### config.mk
export PLATFORM = sky130hd
export DESIGN_NAME = conv_line_buffer
export DESIGN_NICKNAME = d
export VERILOG_FILES = /design/src/rtl/conv_line_buffer.sv
export SDC_FILE = /design/constraint.sdc
export NUM_CORES = 2
export LEC_CHECK = 0
export ABC_AREA = 1
export CAP_MARGIN = 20
export CORE_AREA = 2 2 319 321
export DETAILED_ROUTE_END_ITERATION = 8
export DIE_AREA = 0 0 321 323
export PLACE_DENSITY = 0.78
export SYNTH_ARGS = -nofsm -noshare
export SYNTH_HDL_FRONTEND = slang
export SYNTH_SLANG_ARGS = --single-unit
### constraint.sdc
create_clock -name clk -period 47.6 [get_ports clk]
set_input_delay 11.9 -clock clk [delete_from_list [all_inputs] [get_ports clk]]
set_output_delay 11.9 -clock clk [all_outputs]
set_load 0.005 [all_outputs]
### src/rtl/conv_line_buffer.sv
// Rolling K-row line buffer feeding the convolution kernel array.
// Rows stream in over valid/ready; start/next commands roll the window.
module conv_line_buffer #(
  parameter int WIDTH       = 32,
  parameter int IMAGE_SIZE  = 8,
  parameter int KERNEL_SIZE = 3,
  parameter int COL_W       = 3,
  parameter int ROW_W       = 4,
  parameter int SEL_W       = 2,
  parameter logic [WIDTH-1:0] FLOAT32_ONE = 32'h3F800000
) (
  input  logic                        clk,
  input  logic                        rst,
  input  logic                        i_cmd_start,
  input  logic                        i_cmd_next,
  input  logic [WIDTH-1:0]            i_pixel_in,
  input  logic                        i_pixel_valid,
  output logic                        o_pixel_ready,
  input  logic [SEL_W-1:0]            i_row_sel,
  input  logic                        i_bias_sel,
  output logic [IMAGE_SIZE*WIDTH-1:0] o_data_out_bus,
  output logic                        o_window_valid,
  output logic                        o_ack_preload_fin,
  output logic                        o_ack_load_fin,
  output logic                        o_image_done,
  output logic                        o_busy
);

  localparam int ROWW = IMAGE_SIZE * WIDTH;
  localparam int RL_W = $clog2(KERNEL_SIZE + 1);

  typedef enum logic [1:0] {
    S_IDLE,
    S_PRELOAD,
    S_READY,
    S_LOAD
  } state_t;

  state_t r_state;
  state_t w_state_nxt;

  logic [ROWW-1:0]  r_bank [KERNEL_SIZE];
  logic [ROWW-1:0]  r_stage;
  logic [ROWW-1:0]  w_stage_nxt;
  logic [COL_W-1:0] r_col_idx;
  logic [RL_W-1:0]  r_rows_loaded;
  logic [ROW_W-1:0] r_img_row;
  logic             r_image_done;
  logic             r_ack_pre;
  logic             r_ack_load;

  logic w_busy;
  logic w_accept;
  logic w_last_col;
  logic w_commit;
  logic w_clear;
  logic w_last_pre;
  logic w_last_img;

  assign w_busy     = (r_state == S_PRELOAD) ||
                      (r_state == S_LOAD);
  assign w_accept   = i_pixel_valid && w_busy;
  assign w_last_col = (r_col_idx == COL_W'(IMAGE_SIZE - 1));
  assign w_commit   = w_accept && w_last_col;
  assign w_clear    = i_cmd_start &&
                      ((r_state == S_IDLE) ||
                       (r_state == S_READY));
  assign w_last_pre = (r_rows_loaded ==
                       RL_W'(KERNEL_SIZE - 1));
  assign w_last_img = (r_img_row ==
                       ROW_W'(IMAGE_SIZE - 1));

  // State register
  always_ff @(posedge clk or posedge rst) begin
    if (rst) r_state <= S_IDLE;
    else     r_state <= w_state_nxt;
  end

  // Next-state logic; start beats next, next ignored once image done
  always_comb begin
    w_state_nxt = r_state;
    unique case (r_state)
      S_IDLE: begin
        if (i_cmd_start) w_state_nxt = S_PRELOAD;
      end
      S_PRELOAD: begin
        if (w_commit && w_last_pre) w_state_nxt = S_READY;
      end
      S_READY: begin
        if (i_cmd_start)
          w_state_nxt = S_PRELOAD;
        else if (i_cmd_next && !r_image_done)
          w_state_nxt = S_LOAD;
      end
      S_LOAD: begin
        if (w_commit) w_state_nxt = S_READY;
      end
      default: w_state_nxt = S_IDLE;
    endcase
  end

  // Outputs decoded from state only
  always_comb begin
    o_busy         = w_busy;
    o_pixel_ready  = w_busy;
    o_window_valid = (r_state == S_READY);
  end

  // Staging row with the incoming pixel merged into its column slot
  always_comb begin
    w_stage_nxt = r_stage;
    for (int c = 0; c < IMAGE_SIZE; c++) begin
      if (r_col_idx == COL_W'(c))
        w_stage_nxt[(IMAGE_SIZE-c)*WIDTH-1 -: WIDTH] = i_pixel_in;
    end
  end

  // Pixel capture, row commit and bank roll
  always_ff @(posedge clk or posedge rst) begin
    if (rst) begin
      for (int i = 0; i < KERNEL_SIZE; i++) r_bank[i] <= '0;
      r_stage       <= '0;
      r_col_idx     <= '0;
      r_rows_loaded <= '0;
      r_img_row     <= '0;
      r_image_done  <= 1'b0;
    end else if (w_clear) begin
      for (int i = 0; i < KERNEL_SIZE; i++) r_bank[i] <= '0;
      r_stage       <= '0;
      r_col_idx     <= '0;
      r_rows_loaded <= '0;
      r_img_row     <= '0;
      r_image_done  <= 1'b0;
    end else if (w_accept) begin
      r_stage <= w_stage_nxt;
      if (w_last_col) begin
        for (int i = 0; i < KERNEL_SIZE - 1; i++)
          r_bank[i] <= r_bank[i+1];
        r_bank[KERNEL_SIZE-1] <= w_stage_nxt;
        r_col_idx <= '0;
        r_img_row <= r_img_row + ROW_W'(1);
        if (w_last_img) r_image_done <= 1'b1;
        if (r_state == S_PRELOAD)
          r_rows_loaded <= r_rows_loaded + RL_W'(1);
      end else begin
        r_col_idx <= r_col_idx + COL_W'(1);
      end
    end
  end

  // One-cycle acknowledge pulses after the completing commit
  always_ff @(posedge clk or posedge rst) begin
    if (rst) begin
      r_ack_pre  <= 1'b0;
      r_ack_load <= 1'b0;
    end else begin
      r_ack_pre  <= (r_state == S_PRELOAD) &&
                    w_commit && w_last_pre;
      r_ack_load <= (r_state == S_LOAD) && w_commit;
    end
  end

  assign o_ack_preload_fin = r_ack_pre;
  assign o_ack_load_fin    = r_ack_load;
  assign o_image_done      = r_image_done;

  // Output row mux; bias has priority, out-of-range select reads zero
  always_comb begin
    o_data_out_bus = '0;
    if (i_bias_sel) begin
      o_data_out_bus = {IMAGE_SIZE{FLOAT32_ONE}};
    end else begin
      for (int k = 0; k < KERNEL_SIZE; k++) begin
        if (i_row_sel == SEL_W'(k))
          o_data_out_bus = r_bank[k];
      end
    end
  end

endmodule

## After elaboration in Yosys (flattened, before gate mapping)

Index checks and enable logic that the tools add are counted.

- Register bits: 1038

- Equality and inequality tests: 18
- Muxes and demuxes: 37
- $add $sub $neg: 3
- Reduce and logical (&&, ||, !) cells: 22

Operators with widths:

| cell | count |
|---|---|
| 768-bit two-way mux | 3 |
| 256-bit two-way mux | 6 |
| 32-bit two-way mux | 8 |
| 2-bit two-way mux | 9 |
| 3-bit equality test, second input constant | 4 |
| 4-bit two-way mux | 3 |
| 3-bit two-way mux | 3 |
| 2-bit equality test, second input constant | 4 |
| 1-bit logical AND | 8 |
| 2-bit case mux with 4 select lines | 1 |
| 2-bit nonzero test | 4 |
| 3-bit by 2-bit equality test with 1-bit output, second input constant | 2 |
| 3-bit AND reduction | 2 |
| 4-bit by 1-bit adder with 4-bit output, second input constant | 1 |
| 2-bit by 1-bit equality test with 1-bit output, second input constant | 2 |
| 4-bit by 3-bit equality test with 1-bit output, second input constant | 1 |
| 2-bit logical NOT | 2 |
| 1-bit two-way mux | 4 |
| 2-bit inequality test, second input constant | 2 |
| 4-bit AND reduction | 1 |
| 3-bit by 1-bit adder with 3-bit output, second input constant | 1 |
| 3-bit by 1-bit equality test with 1-bit output, second input constant | 1 |
| 3-bit logical NOT | 1 |
| 3-bit by 2-bit inequality test with 1-bit output, second input constant | 1 |
| other kinds (5) | 6 |

## Longest topological paths before layout

- Depth in word-level cells: 7
- Mapped depth: 10
- Mapped depth without buffers: 7

## Least setup slack after synthesis

No wires, ideal clock.

- Path kind: input -> output
- From: in i_row_sel[1]
- To: out o_data_out_bus[100]
- Cell stages on the path: 7
- Arrival: 12.866 ns
- Data required time: 35.700 ns
- Slack: 22.834 ns
- Cell sequence: nor2_1 > clkbuf_1 > clkbuf_1 > nand2_1 > nand3_1 > nand2_1 > inv_1

- Longest elaborated chain between the ends: 5
- Elaborated cells between the ends (all ways): 7
- Classes of those cells: 2 x eq/ne; 4 x mux; 1 x reduce/logical

RTL lines:

| element | line | RTL |
|---|---|---|
| start, declared | 19 | `input logic [SEL_W-1:0] i_row_sel,` |
| 2-bit logical NOT | 174 | `if (i_row_sel == SEL_W'(k))` |
| 256-bit two-way mux (2 in a row) | 174 |  |
| 256-bit two-way mux (*) | 174 |  |
| 256-bit two-way mux (*) | 170 | `if (i_bias_sel) begin` |
| end, declared | 21 | `output logic [IMAGE_SIZE*WIDTH-1:0] o_data_out_bus,` |

Every way passes the cells marked *; elsewhere a longest branch is shown, timed or not.

## Worst setup path after layout

- From: in i_row_sel[1]
- To: out o_data_out_bus[46]

Same word-level chain as after synthesis.

==> out/metrics.csv <==
stage,metric,value,unit
timing,period_share,58.2,%
routing,final_wl,153,mm
yosys,postSynthAreaPerCell,7.36,um2
power,worst_ir_drop_vdd,28.4,uV
worst_setup_path,cp_max_fo,71,
placement,io_buffer_count,301,
worst_setup_path,regToRegStartpoint,r_state[0],
finish,fin_util,55.6,%
clocking,cts_tree,built,
yosys,synth_xor_area_share,0,%
clocking,clock_tree.htree_level_count,3,
timing,finalClockSkew,18.6,ps
finish,most_common_cell_after_layout_fill_and_taps_aside,nand2_1,
floorplan,vertical_extent_of_the_die,323,um
worst_setup_path,timing.critical_path.from_type,input pin,
placement,finalWeightedCongestion,0.835,
timing,slew_violations,0,
yosys,synth_top_family_by_area,simple AND/OR/NAND/NOR gates,
global_routing,antenna_violations_before_repair,5,
worst_setup_path,critPathArrivalTime,15800,ps
worst_setup_path,reg2regPathDepth,7,
yosys,yosys.area_share.simple,38.9,%
clocking,cts_made_buffers,104,
hold_path,hold_class,flop to flop,
timing,rsz0062_at_grt,false,
routing,drtAntennaViolNets,0,
yosys,synth-edff-count,0,
timing,timing.final.hold_violations,0,
yosys,synth_top_cells_by_area,"dfrtp_1 51%, nand2_1 26%, nand3_1 6.5%",
yosys,synth-seq-cells,1006,
floorplan,placeable_core_area,101000,um2
placement,place_hpwl,86.8,mm
floorplan,floorplan.initialDensity,49.4,%
clocking,clock_latency,690,ps
job,max-cap-violations,0,
routing,detail_route.iter0.violations,5822,
yosys,mux_cell_area_share_after_synthesis,0,%
power,leakagePower,30.8,nW
power,p_per_cell_area,55.7,nW/um2
worst_setup_path,setup.worst_path.class,input pin to primary output,
finish,multiInputGateArea,20000,um2
hold_path,worst_hold_path.num_cells,2,
global_routing,largest_net_degree_at_the_start_of_global_routing,248,
global_routing,track_usage,29.2,%
yosys,asyncSetResetFlopFracSynth,100,%
finish,fillers,9019,
finish,layout_cell_share_with_drive_strength_beyond_1,3.56,%
clocking,clkSinkCount,1006,
routing,routed_via_density,5.62,
clocking,cts.reportedPaths.clkPinSlew,60,ps
floorplan,num_rows,117,
floorplan,die_x,321,um
clocking,cts_root_cell,clkbuf_16,
finish,area_growth,12.6,%
routing,drt_pre_antenna_iters,7,
timing,layout_min_cycle_time,27700,ps
timing,fin_setup_tns,0,ps
timing,timing.max_slew.rel_slack,12.5,%
yosys,synth_seq_area_share,50.6,%
worst_setup_path,timing.critical_path.required,35700,ps
routing,detailroute.via_count,45780,
hold_path,worstHoldStart,r_bank[747],
yosys,postSynth.topFlopCell,dfrtp_1,
finish,area_used_by_sequential_logic_in_the_layout,25200,um2
clocking,buffers_inserted_during_post_cts_setup_optimization,0,
yosys,synth_cells,6757,
finish,num-nets-final,6791,
routing,remaining_drc_errors,0,
clocking,cts-root-to-sink-buffers,3,
worst_setup_path,r2r_slack,42670,ps
yosys,post_synth_instance_area,49800,um2
yosys,synthDistinctLibCells,22,
global_routing,first_global_vias,41914,
worst_setup_path,setup.worst_path.end_class,primary output,
timing,worst-slew-pin-transition,1310,ps
floorplan,dieArea,104000,um2
yosys,synth.largest_area_cell,dfrtp_1,
routing,post_drt_wl_per_cell,18.9,um
finish,layout.cells.most_common_list,"3,390 x nand2_1, 1,006 x dfrtp_1, 649 x nand3_1",
global_routing,global_route_congestion_overflow_total,0,
yosys,syn-num-nets,6805,
yosys,synthAdderAreaFrac,0.201,%
global_routing,grt_first_pass_wirelength,239,mm
worst_setup_path,worst_r2r_endpoint,r_bank[95],
yosys,post-synth-top-area-fraction,50.6,%
yosys,synth_compound_gate_area_share,1.08,%
timing,max_clock_freq,36.1,MHz
clocking,cts-resized-gates,0,
hold_path,hold-path-endpoint,r_bank[747],
placement,placed_area,52400,um2
finish,final_cell_area,56000,um2
yosys,yosysWarningCount,0,
floorplan,num_io_pins,302,
timing,setup_viol,0,
clocking,cts_hold_buf,0,
outcome,run_status,"finished, final reports clean",
==> critical path, stage by stage <==
cell and delay (ps):
clkdlybuf4s50_1 520, nor2_4 140, buf_4 660, buf_4 880, buf_4 690, nand2_1 110
nand3_1 120, nand2_1 70, inv_1 100, clkdlybuf4s50_1 520
==> flip-flops by register name, summed over array words and instances (netlist names) <==
| register | count |
|---|---|
| o_ack_load_fin | 1 |
| o_ack_preload_fin | 1 |
| r_img_row | 4 |
| r_stage | 224 |
| o_image_done | 1 |
| r_state | 2 |
| r_bank | 768 |
| r_col_idx | 3 |
| r_rows_loaded | 2 |
==> synthesized netlist by cell type (all sizes together), types with 4 or more instances <==
library cell  number
dfrtp           1006
nand3            650
buf              355
inv              502
a21oi              4
nor2             148
nand4            441
o21ai            101
nand2           3394
clkbuf           130
ha                 8
clkinv            15
==> cells by family (layout without fill, tap and decap cells) <==
logic type      Yosys count  after routing
other cells               0              7
flops                  1006           1006
buf+inv                1002           1069
compound gates          107            107
fa+ha+maj                 8              8
simple gates           4634           4634
==> report_power, final <==
part | switching, mW | internal, mW | total, mW
Combinational | 0.546 | 0.315 | 0.861
Sequential | 0.250 | 1.17 | 1.42
Clock | 0.349 | 0.487 | 0.836
Total | 1.14 | 1.97 | 3.12
==> stage by stage <==
stage | setup WS, ps | power (mW) | hold WS, ps | cells
after floorplan | 7390 | 1.98 | 442 | 6757
after global placement | 20010 | 2.22 | 453 | 7937
after detailed placement | 19990 | 2.27 | 458 | 7939
after CTS | 19970 | 3.11 | 472 | 8126
after global routing | 19710 | 3.32 | 486 | 8133
final | 19900 | 3.12 | 470 | 8140
==> worst max-delay path by stage <==
stage / startpoint / to / cells after the start
2_1_floorplan: rst / o_ack_load_fin / 1
3_3_place_gp: i_row_sel[1] / o_data_out_bus[46] / 10
3_5_place_dp: i_row_sel[1] / o_data_out_bus[46] / 10
4_1_cts: i_row_sel[1] / o_data_out_bus[46] / 10
5_1_grt: i_row_sel[1] / o_data_out_bus[205] / 10
6_report: i_row_sel[1] / o_data_out_bus[46] / 10
==> layer usage <==
metal	vias up	routed length, um	global-route usage, %
met5	-	12	0
met3	392	13400	5.12
met2	2147	68300	43.7
met4	2	9120	17.2
met1	22083	62500	39.9
li1	21156	-	-
==> area by class of cell <==
| class | instances | share of cell area [%] |
|---|---|---|
| clock buffer | 158 | 5.47 |
| tap | 1309 | 2.92 |
| inverter | 517 | 3.54 |
| antenna | 7 | 0.0313 |
| clock inverter | 29 | 0.706 |
| multi-input combinational | 4749 | 35.8 |
| timing repair buffer | 365 | 6.63 |
| sequential | 1006 | 44.9 |
(Power assumes the default switching activity.)
